## src/rtl/spi_pkg.sv

```systemverilog
// Shared SPI definitions: FSM state encoding and the default word width
// used by both the transmitter and the receiver.
package spi_pkg;

   localparam int SPI_DATA_WIDTH = 8;

   typedef enum logic [1:0] {
      IDLE = 2'd0,
      RECV = 2'd1,
      DONE = 2'd2
   } spi_state_t;

endpackage

```

## src/rtl/spi_sync.sv

```systemverilog
// Multi-stage synchronizer for one asynchronous input, with a programmable
// reset level and rise/fall detection on the synchronized value.
module spi_sync #(
   parameter int   SYNC_STAGES = 2,
   parameter logic RST_VAL     = 1'b1
) (
   input  logic clk,
   input  logic reset,
   input  logic d,
   output logic q,
   output logic rise,
   output logic fall
);

   logic [SYNC_STAGES-1:0] ff;
   logic                   prev;

   // Shift the pin through the stages and remember last synchronized value.
   always_ff @(posedge clk or negedge reset) begin
      if (!reset) begin
         ff   <= {SYNC_STAGES{RST_VAL}};
         prev <= RST_VAL;
      end else begin
         ff   <= {ff[SYNC_STAGES-2:0], d};
         prev <= ff[SYNC_STAGES-1];
      end
   end

   assign q    = ff[SYNC_STAGES-1];
   assign rise = q & ~prev;
   assign fall = ~q & prev;

endmodule

```

## src/rtl/spi_rx.sv

```systemverilog
// SPI receiver: oversamples scl/sda/cs, shifts in MSB-first words and hands
// them downstream through a valid/rd_ack handshake, flagging framing errors
// and overruns.
//
// state | meaning
// IDLE  | waiting for cs low, counter and shift register cleared
// RECV  | frame active, shifting one bit per scl rise
// DONE  | one cycle: publish the word, then continue or return to IDLE
module spi_rx
   import spi_pkg::*;
#(
   parameter int DATA_WIDTH  = SPI_DATA_WIDTH,
   parameter int SYNC_STAGES = 2
) (
   input  logic                  clk,
   input  logic                  reset,
   input  logic                  scl,
   input  logic                  sda,
   input  logic                  cs,
   input  logic                  rd_ack,
   output logic [DATA_WIDTH-1:0] data_out,
   output logic                  valid,
   output logic                  frame_err,
   output logic                  overrun,
   output logic                  busy
);

   localparam int                CNT_W    = $clog2(DATA_WIDTH) + 1;
   localparam logic [CNT_W-1:0]  LAST_BIT = CNT_W'(DATA_WIDTH - 1);

   logic scl_rise, sda_s, cs_s;
   logic scl_q_unused, scl_fall_unused;
   logic sda_rise_unused, sda_fall_unused;
   logic cs_rise_unused, cs_fall_unused;

   spi_state_t             state, next_state;
   logic [DATA_WIDTH-1:0]  shift;
   logic [CNT_W-1:0]       bit_cnt;
   logic                   do_shift, do_ferr, do_load, clr_cnt, clr_shift;

   spi_sync #(.SYNC_STAGES(SYNC_STAGES), .RST_VAL(1'b1)) u_sync_scl (
      .clk(clk), .reset(reset), .d(scl),
      .q(scl_q_unused), .rise(scl_rise), .fall(scl_fall_unused)
   );

   spi_sync #(.SYNC_STAGES(SYNC_STAGES), .RST_VAL(1'b1)) u_sync_sda (
      .clk(clk), .reset(reset), .d(sda),
      .q(sda_s), .rise(sda_rise_unused), .fall(sda_fall_unused)
   );

   spi_sync #(.SYNC_STAGES(SYNC_STAGES), .RST_VAL(1'b1)) u_sync_cs (
      .clk(clk), .reset(reset), .d(cs),
      .q(cs_s), .rise(cs_rise_unused), .fall(cs_fall_unused)
   );

   // State register.
   always_ff @(posedge clk or negedge reset) begin
      if (!reset) state <= IDLE;
      else        state <= next_state;
   end

   // Next-state and datapath strobes; a cs release outranks a same-cycle scl rise.
   always_comb begin
      next_state = state;
      do_shift   = 1'b0;
      do_ferr    = 1'b0;
      do_load    = 1'b0;
      clr_cnt    = 1'b0;
      clr_shift  = 1'b0;
      case (state)
         IDLE: begin
            clr_cnt   = 1'b1;
            clr_shift = 1'b1;
            if (!cs_s) next_state = RECV;
         end
         RECV: begin
            if (cs_s) begin
               clr_cnt    = 1'b1;
               clr_shift  = 1'b1;
               do_ferr    = (bit_cnt != '0);
               next_state = IDLE;
            end else if (scl_rise) begin
               do_shift = 1'b1;
               if (bit_cnt == LAST_BIT) next_state = DONE;
            end
         end
         DONE: begin
            do_load    = 1'b1;
            clr_cnt    = 1'b1;
            next_state = cs_s ? IDLE : RECV;
         end
         default: next_state = IDLE;
      endcase
   end

   // Shift register and bit counter.
   always_ff @(posedge clk or negedge reset) begin
      if (!reset) begin
         shift   <= '0;
         bit_cnt <= '0;
      end else begin
         if (do_shift) begin
            shift   <= {shift[DATA_WIDTH-2:0], sda_s};
            bit_cnt <= bit_cnt + 1'b1;
         end else begin
            if (clr_shift) shift   <= '0;
            if (clr_cnt)   bit_cnt <= '0;
         end
      end
   end

   // Output word, handshake and one-cycle status pulses.
   always_ff @(posedge clk or negedge reset) begin
      if (!reset) begin
         data_out  <= '0;
         valid     <= 1'b0;
         frame_err <= 1'b0;
         overrun   <= 1'b0;
      end else begin
         frame_err <= do_ferr;
         overrun   <= do_load & valid & ~rd_ack;
         if (do_load) begin
            data_out <= shift;
            valid    <= 1'b1;
         end else if (valid && rd_ack) begin
            valid    <= 1'b0;
         end
      end
   end

   assign busy = (state == RECV);

endmodule

```

## config.mk

```make
export PLATFORM = sky130hd
export DESIGN_NAME = spi_rx
export DESIGN_NICKNAME = d
export VERILOG_FILES = /design/src/rtl/spi_pkg.sv /design/src/rtl/spi_sync.sv /design/src/rtl/spi_rx.sv
export SDC_FILE = /design/constraint.sdc
export NUM_CORES = 1
export LEC_CHECK = 0
export ABC_AREA = 1
export CORE_UTILIZATION = 30
export DETAILED_ROUTE_END_ITERATION = 8
export PLACE_DENSITY = 0.55
export SKIP_CTS_REPAIR_TIMING = 1
export SLEW_MARGIN = 20
export SYNTH_ARGS = -nofsm -noshare
export SYNTH_HDL_FRONTEND = slang
export SYNTH_SLANG_ARGS = --single-unit
export TNS_END_PERCENT = 1
```

## constraint.sdc

```tcl
create_clock -name clk -period 1.3 [get_ports clk]
set_clock_uncertainty 0.2 [all_clocks]
set_input_delay 0.26 -clock clk [delete_from_list [all_inputs] [get_ports clk]]
set_output_delay 0.26 -clock clk [all_outputs]
set_load 0.01 [all_outputs]
```

==> results of run 1 <==
worst max-delay path by stage:
stage,startpoint,endpoint,slack [ps],cells after the start
floorplan,u_sync_scl.prev,shift[7],30,6
global placement,state[1],busy,-240,4
detailed placement,state[1],busy,-260,4
CTS,state[1],busy,-570,4
global route,u_sync_scl.ff[1],state[0],-190,6
finish,state[1],busy,-120,4
cell type report:
type | instances | area (um2) | share of cell area (%)
clock inverter | 1 | 30.0 | 1.72
clock buffer | 7 | 96.3 | 5.50
inverter | 12 | 50.0 | 2.86
multi-input combinational | 86 | 427 | 24.4
tap | 50 | 62.6 | 3.57
sequential | 32 | 810 | 46.2
timing repair buffer | 31 | 275 | 15.7
per-layer routing:
metal | vias up | wire length (um) | track usage (%)
li1 | 486 | - | -
met1 | 477 | 1040 | 14.5
met2 | 31 | 1210 | 19.4
met3 | 4 | 133 | 6.00
met4 | 0 | 31 | 6.25
met5 | - | 0 | 0
where the power goes:
| part | internal [mW] | switching (mW) |
|---|---|---|
| Sequential | 1.02 | 0.0114 |
| Combinational | 0.0791 | 0.0962 |
| Clock | 0.676 | 0.355 |
cell usage after synthesis:
cell type / number
nand3_4: 1
a211oi_1: 1
nand2_2: 5
nand2_1: 51
o21ai_0: 1
nand3_1: 16
nand4_1: 1
nor2_1: 5
nor3_1: 1
dfrtp_1: 25
dfstp_2: 7
nor2_4: 1
clkbuf_8: 1
inv_6: 1
o21ai_1: 1
inv_1: 10
ha_1: 2
inv_2: 1
buf_6: 2
registers in the layout, summed over array words and instances (netlist names):
register / cells
data_out: 8
shift: 8
bit_cnt: 4
state: 2
u_sync_cs.ff: 2
u_sync_scl.ff: 2
u_sync_sda.ff: 2
frame_err: 1
overrun: 1
u_sync_scl.prev: 1
valid: 1
metrics by stage:
| stage | hold WS (ps) | util (%) | std cells | TNS [ps] |
|---|---|---|---|---|
| 5_1_grt | 153 | 42.8 | 219 | -1760 |
| 4_1_cts | 143 | 43.0 | 218 | -5430 |
| 3_5_place_dp | 147 | 39.9 | 210 | -1310 |
| 3_3_place_gp | 146 | 39.9 | 210 | -956 |
| 6_report | 139 | 42.8 | 219 | -658 |
| 2_1_floorplan | -236 | - | 133 | 0 |
logic make-up (layout without fill, tap and decap cells):
logic type	Yosys count	in the layout	synth area share, %
flops	32	32	62.3
fa+ha+maj	2	2	1.92
buf+inv	15	51	6.64
simple gates	81	81	27.8
compound gates	3	3	1.35
worst register-to-register path, stage by stage (launching register included):
cell     delay [ps]
dfstp_2         530
inv_1            40
nand2_1         140
nand3_1         150
nand2_4         130
nand2_1          60
nand2_1          60
==> results.sh, run 1 <==
export IMPL_cpPeakStageDelay_ps=400
export IMPL_avgRoutedWirePerCell_um=11.0
export IMPL_crit_chain="clkinv_4 > nand2_2 > inv_1 > buf_2"
export IMPL_drive_gt1_share_pct=31.4
export IMPL_ir_worst_vdd_mv=0.618
export IMPL_clockBufferDepth=2
export IMPL_arrival_ps=960
export IMPL_drv_cap=0
export IMPL_rr_startpoint="u_sync_scl.prev"
export IMPL_violations="setup timing"
export IMPL_cts_max_level=2
export IMPL_final_nets=176
export IMPL_hold_viol=0
export IMPL_rows=23
export IMPL_fmax_ghz=0.705
export IMPL_rsz0062_at_grt="true"
export IMPL_critical_path_reg2reg_endpoint="shift[2]"
export IMPL_stdcell_area_um2=1750
export IMPL_grt_max_degree=33
export IMPL_numCtsBuffers=5
export IMPL_place_ws_ps=-261
export IMPL_finalPower_mw=2.24
export IMPL_ys_ff_latch=32
export IMPL_setup_viol=13
export IMPL_fin_crit_sh_pct=109
export IMPL_drc=0
export IMPL_place_congestion=0.745
export IMPL_clock_sinks=32
export IMPL_initialDrtViolationCount=55
export IMPL_crit_buf_inv=3
export IMPL_grt_pass1_vias=901
export IMPL_layout_common_cells="nand2_1 (48), dfrtp_1 (25), nand3_1 (16)"
export IMPL_place_hpwl_um=1620
export IMPL_slew_headroom_pct=87.3
export IMPL_final_antenna_net_count=0
export IMPL_critPathCaptureType="output pin"
export IMPL_synth_seq_area_share_pct=62.3
export IMPL_slew_violations=0
export IMPL_max_slew_worst_pin_slew_ps=190
export IMPL_n_antenna_cell=0
export IMPL_syn_area_um2=1300
export IMPL_grt_pass1_wl_um=4040
export IMPL_critPathTopFamily="flip-flops"
export IMPL_root_buffer="clkbuf_8"
export IMPL_crit_fanout=2
export IMPL_path_clk_slew_ps=70
export IMPL_mostFrequentLayoutCell="nand2_1"
export IMPL_cpMaxStageDelayCell="dfrtp_1"
export IMPL_vias=998
export IMPL_postPlaceCellArea_um2=1630
export IMPL_start_util_pct=31.8
export IMPL_cp_start_kind="flop"
export IMPL_synth_top_cell_area_share_pct=48.1
export IMPL_first_pass_iters=6
export IMPL_finalWirelength_um=2410
export IMPL_die_x_um=67.8
export IMPL_cts_tree="built"
export IMPL_synth_cell_type_count=19
export IMPL_viasPerCell=4.56
export IMPL_syn_nets=141
export IMPL_reg2reg_depth=6
export IMPL_filler_cell_count=394
export IMPL_r2r_slack_ps=-60
export IMPL_coreArea_um2=4090
export IMPL_outcome="complete, but fails checks"
export IMPL_clk_latency_ps=280
export IMPL_netlist_instances=133
export IMPL_hp_class="primary input to async pin"
export IMPL_synth_area_leaders="dfrtp_1 (48%), nand2_1 (15%), dfstp_2 (14%)"
export IMPL_port_buffers=17
export IMPL_antenna_found_initial=0
export IMPL_die_area_um2=4600
export IMPL_syn_to_final_growth_pct=34.6
export IMPL_chipHeight_um=67.8
export IMPL_power_density_nw_per_um2=1280
export IMPL_gr_total_overflow=0
export IMPL_synth_top_area_cell="dfrtp_1"
export IMPL_critical_path_required_ps=840
export IMPL_grtUsageTotal_pct=12.6
export IMPL_post_route_min_period_ps=1420
export IMPL_num_io_pins=18
export IMPL_worstSetupPathType="flop to output pin"
export IMPL_setup_slack_ps=-118
export IMPL_p_leak_nw=0.966
export IMPL_avgSynthCellArea_um2=9.77
export IMPL_ys_warn_count=0
Power figures use the tool's default switching activity.
==> inputs of run 2 (changes only) <==
--- a/config.mk
+++ b/config.mk
@@ -7,9 +7,9 @@
 export LEC_CHECK = 0
 export ABC_AREA = 1
 export CORE_UTILIZATION = 30
+export CTS_CLUSTER_DIAMETER = 120
 export DETAILED_ROUTE_END_ITERATION = 8
 export PLACE_DENSITY = 0.55
-export SKIP_CTS_REPAIR_TIMING = 1
 export SLEW_MARGIN = 20
 export SYNTH_ARGS = -nofsm -noshare
 export SYNTH_HDL_FRONTEND = slang
==> run 2 against run 1 <==
The flow still finishes with violations (setup timing). Sequential share of layout area is 1.2 points lower. Utilization is 1.2 points higher. Combinational power up 11%. First-iteration DRC count fell by 7.3%. Hold slack better by 0.93 ps. Wire length increased by 3.0%. Worst setup slack better by 13 ps. Design area up 2.7%. Flip-flop and latch count did not move. Die area unchanged. Final cell count up 0.91%. Via count down 0.10%.
==> results.sh, run 2 (synthesis gave the netlist of run 1 again) <==
export IMPL_avgRoutedWirePerCell_um=11.2
export IMPL_crit_fanout=2
export IMPL_clockBufferDepth=2
export IMPL_final_antenna_net_count=0
export IMPL_p_int_mw=1.79
export IMPL_place_hpwl_um=1620
export IMPL_ir_worst_vdd_mv=0.618
export IMPL_power_share_sequential_pct=45.9
export IMPL_filler_cell_count=387
export IMPL_cp_start_kind="flop"
export IMPL_gr_total_overflow=0
export IMPL_die_area_um2=4600
export IMPL_vias=997
export IMPL_place_congestion=0.745
export IMPL_hp_class="primary input to async pin"
export IMPL_r2r_slack_ps=-60
export IMPL_grt_pass1_wl_um=4060
export IMPL_finalWirelength_um=2490
export IMPL_first_pass_iters=4
export IMPL_arrival_ps=940
export IMPL_p_switching_mw=0.474
export IMPL_max_slew_worst_pin_slew_ps=187
export IMPL_fin_crit_sh_pct=108
export IMPL_syn_to_final_growth_pct=38.3
export IMPL_post_route_min_period_ps=1400
export IMPL_final_nets=178
export IMPL_initialDrtViolationCount=51
export IMPL_worstSetupPathType="flop to output pin"
export IMPL_drive_gt1_share_pct=37.4
export IMPL_antenna_found_initial=0
export IMPL_cts_tree="built"
export IMPL_setup_viol=14
export IMPL_hold_viol=0
export IMPL_cpMaxStageDelayCell="dfrtp_1"
export IMPL_slew_headroom_pct=87.5
export IMPL_n_antenna_cell=0
export IMPL_postPlaceCellArea_um2=1630
export IMPL_port_buffers=17
export IMPL_postCtsHoldBufs=0
export IMPL_setup_slack_ps=-105
export IMPL_numCtsBuffers=5
export IMPL_chipHeight_um=67.8
export IMPL_start_util_pct=31.8
export IMPL_mostFrequentLayoutCell="nand2_1"
export IMPL_cpPeakStageDelay_ps=400
export IMPL_slew_violations=0
export IMPL_critPathCaptureType="output pin"
export IMPL_stdcell_area_um2=1800
export IMPL_root_buffer="clkbuf_8"
export IMPL_die_x_um=67.8
export IMPL_power_density_nw_per_um2=1260
export IMPL_violations="setup timing"
export IMPL_outcome="complete, but fails checks"
export IMPL_largestRegisters="data_out: 8 flops, shift: 8 flops, bit_cnt: 4 flops"
export IMPL_cts_max_level=2
export IMPL_sw_frac_of_total_pct=20.9
export IMPL_drc=0
export IMPL_p_leak_nw=0.951
export IMPL_pwr_share_clk_pct=45.5
export IMPL_layout_common_cells="nand2_1 (47), dfrtp_1 (25), nand3_1 (14)"
export IMPL_crit_buf_inv=3
export IMPL_path_clk_slew_ps=70
export IMPL_grt_max_degree=33
export IMPL_fin_hold_ws_ps=140
export IMPL_num_io_pins=18
export IMPL_crit_chain="clkinv_4 > nand2_4 > inv_2 > buf_6"
export IMPL_critical_path_required_ps=840
export IMPL_rsz0062_at_grt="true"
export IMPL_power_frac_comb_pct=8.6
export IMPL_coreArea_um2=4090
export IMPL_critPathTopFamily="flip-flops"
export IMPL_viasPerCell=4.51
export IMPL_drv_cap=0
export IMPL_clk_latency_ps=280
export IMPL_fmax_ghz=0.712
export IMPL_grt_pass1_vias=903
export IMPL_grtUsageTotal_pct=12.7
export IMPL_clock_sinks=32
export IMPL_rows=23
export IMPL_finalSetupTns_ps=-478
## run 2: cell count changes in the layout (fill, tap and decap cells not counted), sizes merged
cell	change
dlymetal6s2s	-2
clkbuf	-9
buf	+13
## run 2: power groups by stage
| stage | combinational (mW) | clock, mW | sequential [mW] |
|---|---|---|---|
| 6_report | 0.195 | 1.03 | 1.04 |
| 5_1_grt | 0.213 | 1.11 | 1.04 |
| 4_1_cts | 0.172 | 1.06 | 1.03 |
| 3_5_place_dp | 0.171 | 0 | 1.05 |
| 3_3_place_gp | 0.168 | 0 | 1.05 |
| 2_1_floorplan | 0.0772 | 0 | 1.05 |
## run 2: through the flow
step | util, % | setup WS [ps] | instances | total power [mW]
after floorplan | - | 29.6 | 133 | 1.13
after global placement | 39.9 | -243 | 210 | 1.22
after detailed placement | 39.9 | -261 | 210 | 1.22
after CTS | 42.0 | -142 | 219 | 2.26
after global routing | 44.0 | -145 | 221 | 2.36
final | 44.0 | -105 | 221 | 2.26
## run 2: cell type report
class | count | area (um2) | area share, %
Sequential cell | 32 | 810 | 45.0
Multi-Input combinational cell | 86 | 457 | 25.4
Timing Repair Buffer | 33 | 293 | 16.3
Clock buffer | 7 | 96.3 | 5.36
Tap cell | 50 | 62.6 | 3.48
Inverter | 12 | 50.0 | 2.78
Clock inverter | 1 | 30.0 | 1.67
## run 2: path summary, 6_finish.rpt
kind / from / end / depth (start not counted)
setup reg to reg: state[1] / bit_cnt[3] / 7
hold reg to reg: u_sync_scl.ff[0] / u_sync_scl.ff[1] / 0
hold / removal: reset / data_out[5] / 2
min in group clk: u_sync_scl.ff[0] / u_sync_scl.ff[1] / 0
setup / recovery: state[1] / busy / 4
max in group asynchronous: reset / u_sync_cs.ff[0] / 2
## run 2: timing repair
action | 4_1_cts | 5_1_grt
resized for setup | 52 | 19
gates cloned | 0 | 0
setup buffers | 1 | 2
pin swaps | 0 | 3
endpoints found under the setup margin | 25 | 24
## run 2: metal layers
layer	GRT usage (%)	vias to the layer above	wire length [um]
met5	0	-	0
met4	6.25	0	52
met3	6.00	6	142
met2	19.6	24	1250
met1	14.6	474	1040
li1	-	493	-
==> inputs of run 3 (changes only) <==
--- a/config.mk
+++ b/config.mk
@@ -6,6 +6,7 @@
 export NUM_CORES = 1
 export LEC_CHECK = 0
 export ABC_AREA = 1
+export CORE_ASPECT_RATIO = 1.75
 export CORE_UTILIZATION = 30
 export CTS_CLUSTER_DIAMETER = 120
 export DETAILED_ROUTE_END_ITERATION = 8
==> run 3 against run 2 <==
The run still ends with setup timing left. Sequential power is essentially flat. Global-route usage grew 0.32 points. Clock power shrank 24%. Sequential share of layout area grew 3.2 points. Total power shrank 12%. Die area grew 0.23%. Flip-flop and latch count is the same. Register-to-register slack gained 30 ps. Combinational power shrank 13%. Maximum frequency shrank 0.96%. Highest routed layer unchanged.
==> results.sh, run 3 (synthesis gave the netlist of run 1 again) <==
export IMPL_fmax_ghz=0.705
export IMPL_place_congestion=0.836
export IMPL_antenna_found_initial=0
export IMPL_fin_util_pct=40.6
export IMPL_die_area_um2=4610
export IMPL_drive_gt1_share_pct=34.5
export IMPL_crit_fanout=2
export IMPL_setup_slack_ps=-118
export IMPL_port_buffers=17
export IMPL_avgRoutedWirePerCell_um=11.0
export IMPL_reg2reg_depth=6
export IMPL_chipHeight_um=89.1
export IMPL_finalWirelength_um=2390
export IMPL_finalPower_mw=1.99
export IMPL_met2WireLength_um=1340
export IMPL_power_density_nw_per_um2=1180
export IMPL_viasPerCell=4.48
export IMPL_grt_max_degree=33
export IMPL_num_io_pins=18
export IMPL_ir_worst_vdd_mv=0.736
export IMPL_slew_violations=0
export IMPL_highest_layer="met4"
export IMPL_critPathCaptureType="output pin"
export IMPL_max_slew_worst_pin_slew_ps=184
export IMPL_violations="setup timing"
export IMPL_clk_latency_ps=290
export IMPL_arrival_ps=960
export IMPL_fin_crit_sh_pct=109
export IMPL_fin_cells=217
export IMPL_hold_viol=0
export IMPL_outcome="complete, but fails checks"
export IMPL_layout_common_cells="nand2_1 (47), dfrtp_1 (23), nand3_1 (15)"
export IMPL_cts_max_level=2
export IMPL_initialDrtViolationCount=20
export IMPL_start_util_pct=31.3
export IMPL_grtUsageTotal_pct=13.0
export IMPL_rows=31
export IMPL_grt_pass1_vias=964
export IMPL_coreArea_um2=4150
export IMPL_drv_cap=0
export IMPL_die_x_um=51.8
export IMPL_root_buffer="clkbuf_8"
export IMPL_cp_start_kind="flop"
export IMPL_hp_class="primary input to async pin"
export IMPL_drc=0
export IMPL_final_antenna_net_count=0
export IMPL_place_inst=208
export IMPL_fin_hold_ws_ps=138
export IMPL_syn_to_final_growth_pct=29.5
export IMPL_postCtsHoldBufs=0
export IMPL_first_pass_iters=4
export IMPL_rsz0062_at_grt="true"
export IMPL_cts_tree="built"
export IMPL_numCtsBuffers=5
export IMPL_place_ws_ps=-275
export IMPL_p_leak_nw=0.905
export IMPL_met3_length_um=124
export IMPL_critical_path_reg2reg_endpoint="state[0]"
export IMPL_r2r_slack_ps=-30
export IMPL_grt_pass1_wl_um=4230
export IMPL_wl_met1_um=837
export IMPL_critical_path_required_ps=840
export IMPL_n_antenna_cell=0
export IMPL_clockBufferDepth=2
export IMPL_place_hpwl_um=1710
export IMPL_gr_total_overflow=0
export IMPL_clock_sinks=32
export IMPL_stdcell_area_um2=1680
export IMPL_finalSetupTns_ps=-171
export IMPL_worstSetupPathType="flop to output pin"
export IMPL_postPlaceCellArea_um2=1600
export IMPL_mostFrequentLayoutCell="nand2_1"
export IMPL_vias=972
export IMPL_final_nets=175
export IMPL_slew_headroom_pct=87.7
export IMPL_largestRegisters="data_out: 8 flops, shift: 8 flops, bit_cnt: 4 flops"
export IMPL_path_clk_slew_ps=60
export IMPL_rr_startpoint="u_sync_scl.ff[1]"
export IMPL_setup_viol=3
export IMPL_post_route_min_period_ps=1420
-- run 3: cell count changes in the layout (fill, tap and decap cells not counted), sizes merged --
| cell | previous run | this run |
|---|---|---|
| clkinvlp | 0 | 1 |
| bufinv | 1 | 0 |
| buf | 28 | 25 |
-- run 3: per-layer routing --
metal / vias to the layer above / global-route usage, %
met3: 8 / 4.25
met5: - / 0
met4: 0 / 8.11
met1: 456 / 12.6
li1: 485 / -
met2: 23 / 23.0
-- run 3: worst max-delay path, stage by stage (launching register included) --
cell	delay (ps)
dfrtp_1	400
clkinv_4	70
nand2_4	60
inv_2	30
buf_6	110
-- run 3: layout make-up --
class	count	area, um2
multi-input cells	86	437
clock inverters	1	7.51
flip-flops and latches	32	812
inverters	12	50.0
repair buffers	30	230
fillers	413	2470
clock buffers	7	86.3
well taps	49	61.3
-- run 3: timing repair --
| action | 4_1_cts | 5_1_grt |
|---|---|---|
| resized for setup | 57 | 7 |
| endpoints found under the setup margin | 25 | 21 |
| buffers inserted | 0 | 1 |
-- run 3: how the worst max path moves through the flow --
stage | start | endpoint | slack (ps) | depth (start not counted)
2_1_floorplan | u_sync_scl.prev | shift[7] | 30 | 6
3_3_place_gp | state[1] | busy | -260 | 4
3_5_place_dp | state[1] | busy | -270 | 4
4_1_cts | state[1] | busy | -140 | 4
5_1_grt | state[1] | busy | -160 | 4
6_report | state[1] | busy | -120 | 4
-- run 3: report_power, final --
group          internal (mW)  switching (mW)  leakage [nW]  total, mW
clock network          0.429           0.355        0.0445      0.785
registers               1.02          0.0134         0.417       1.04
logic                 0.0738          0.0950         0.444      0.169
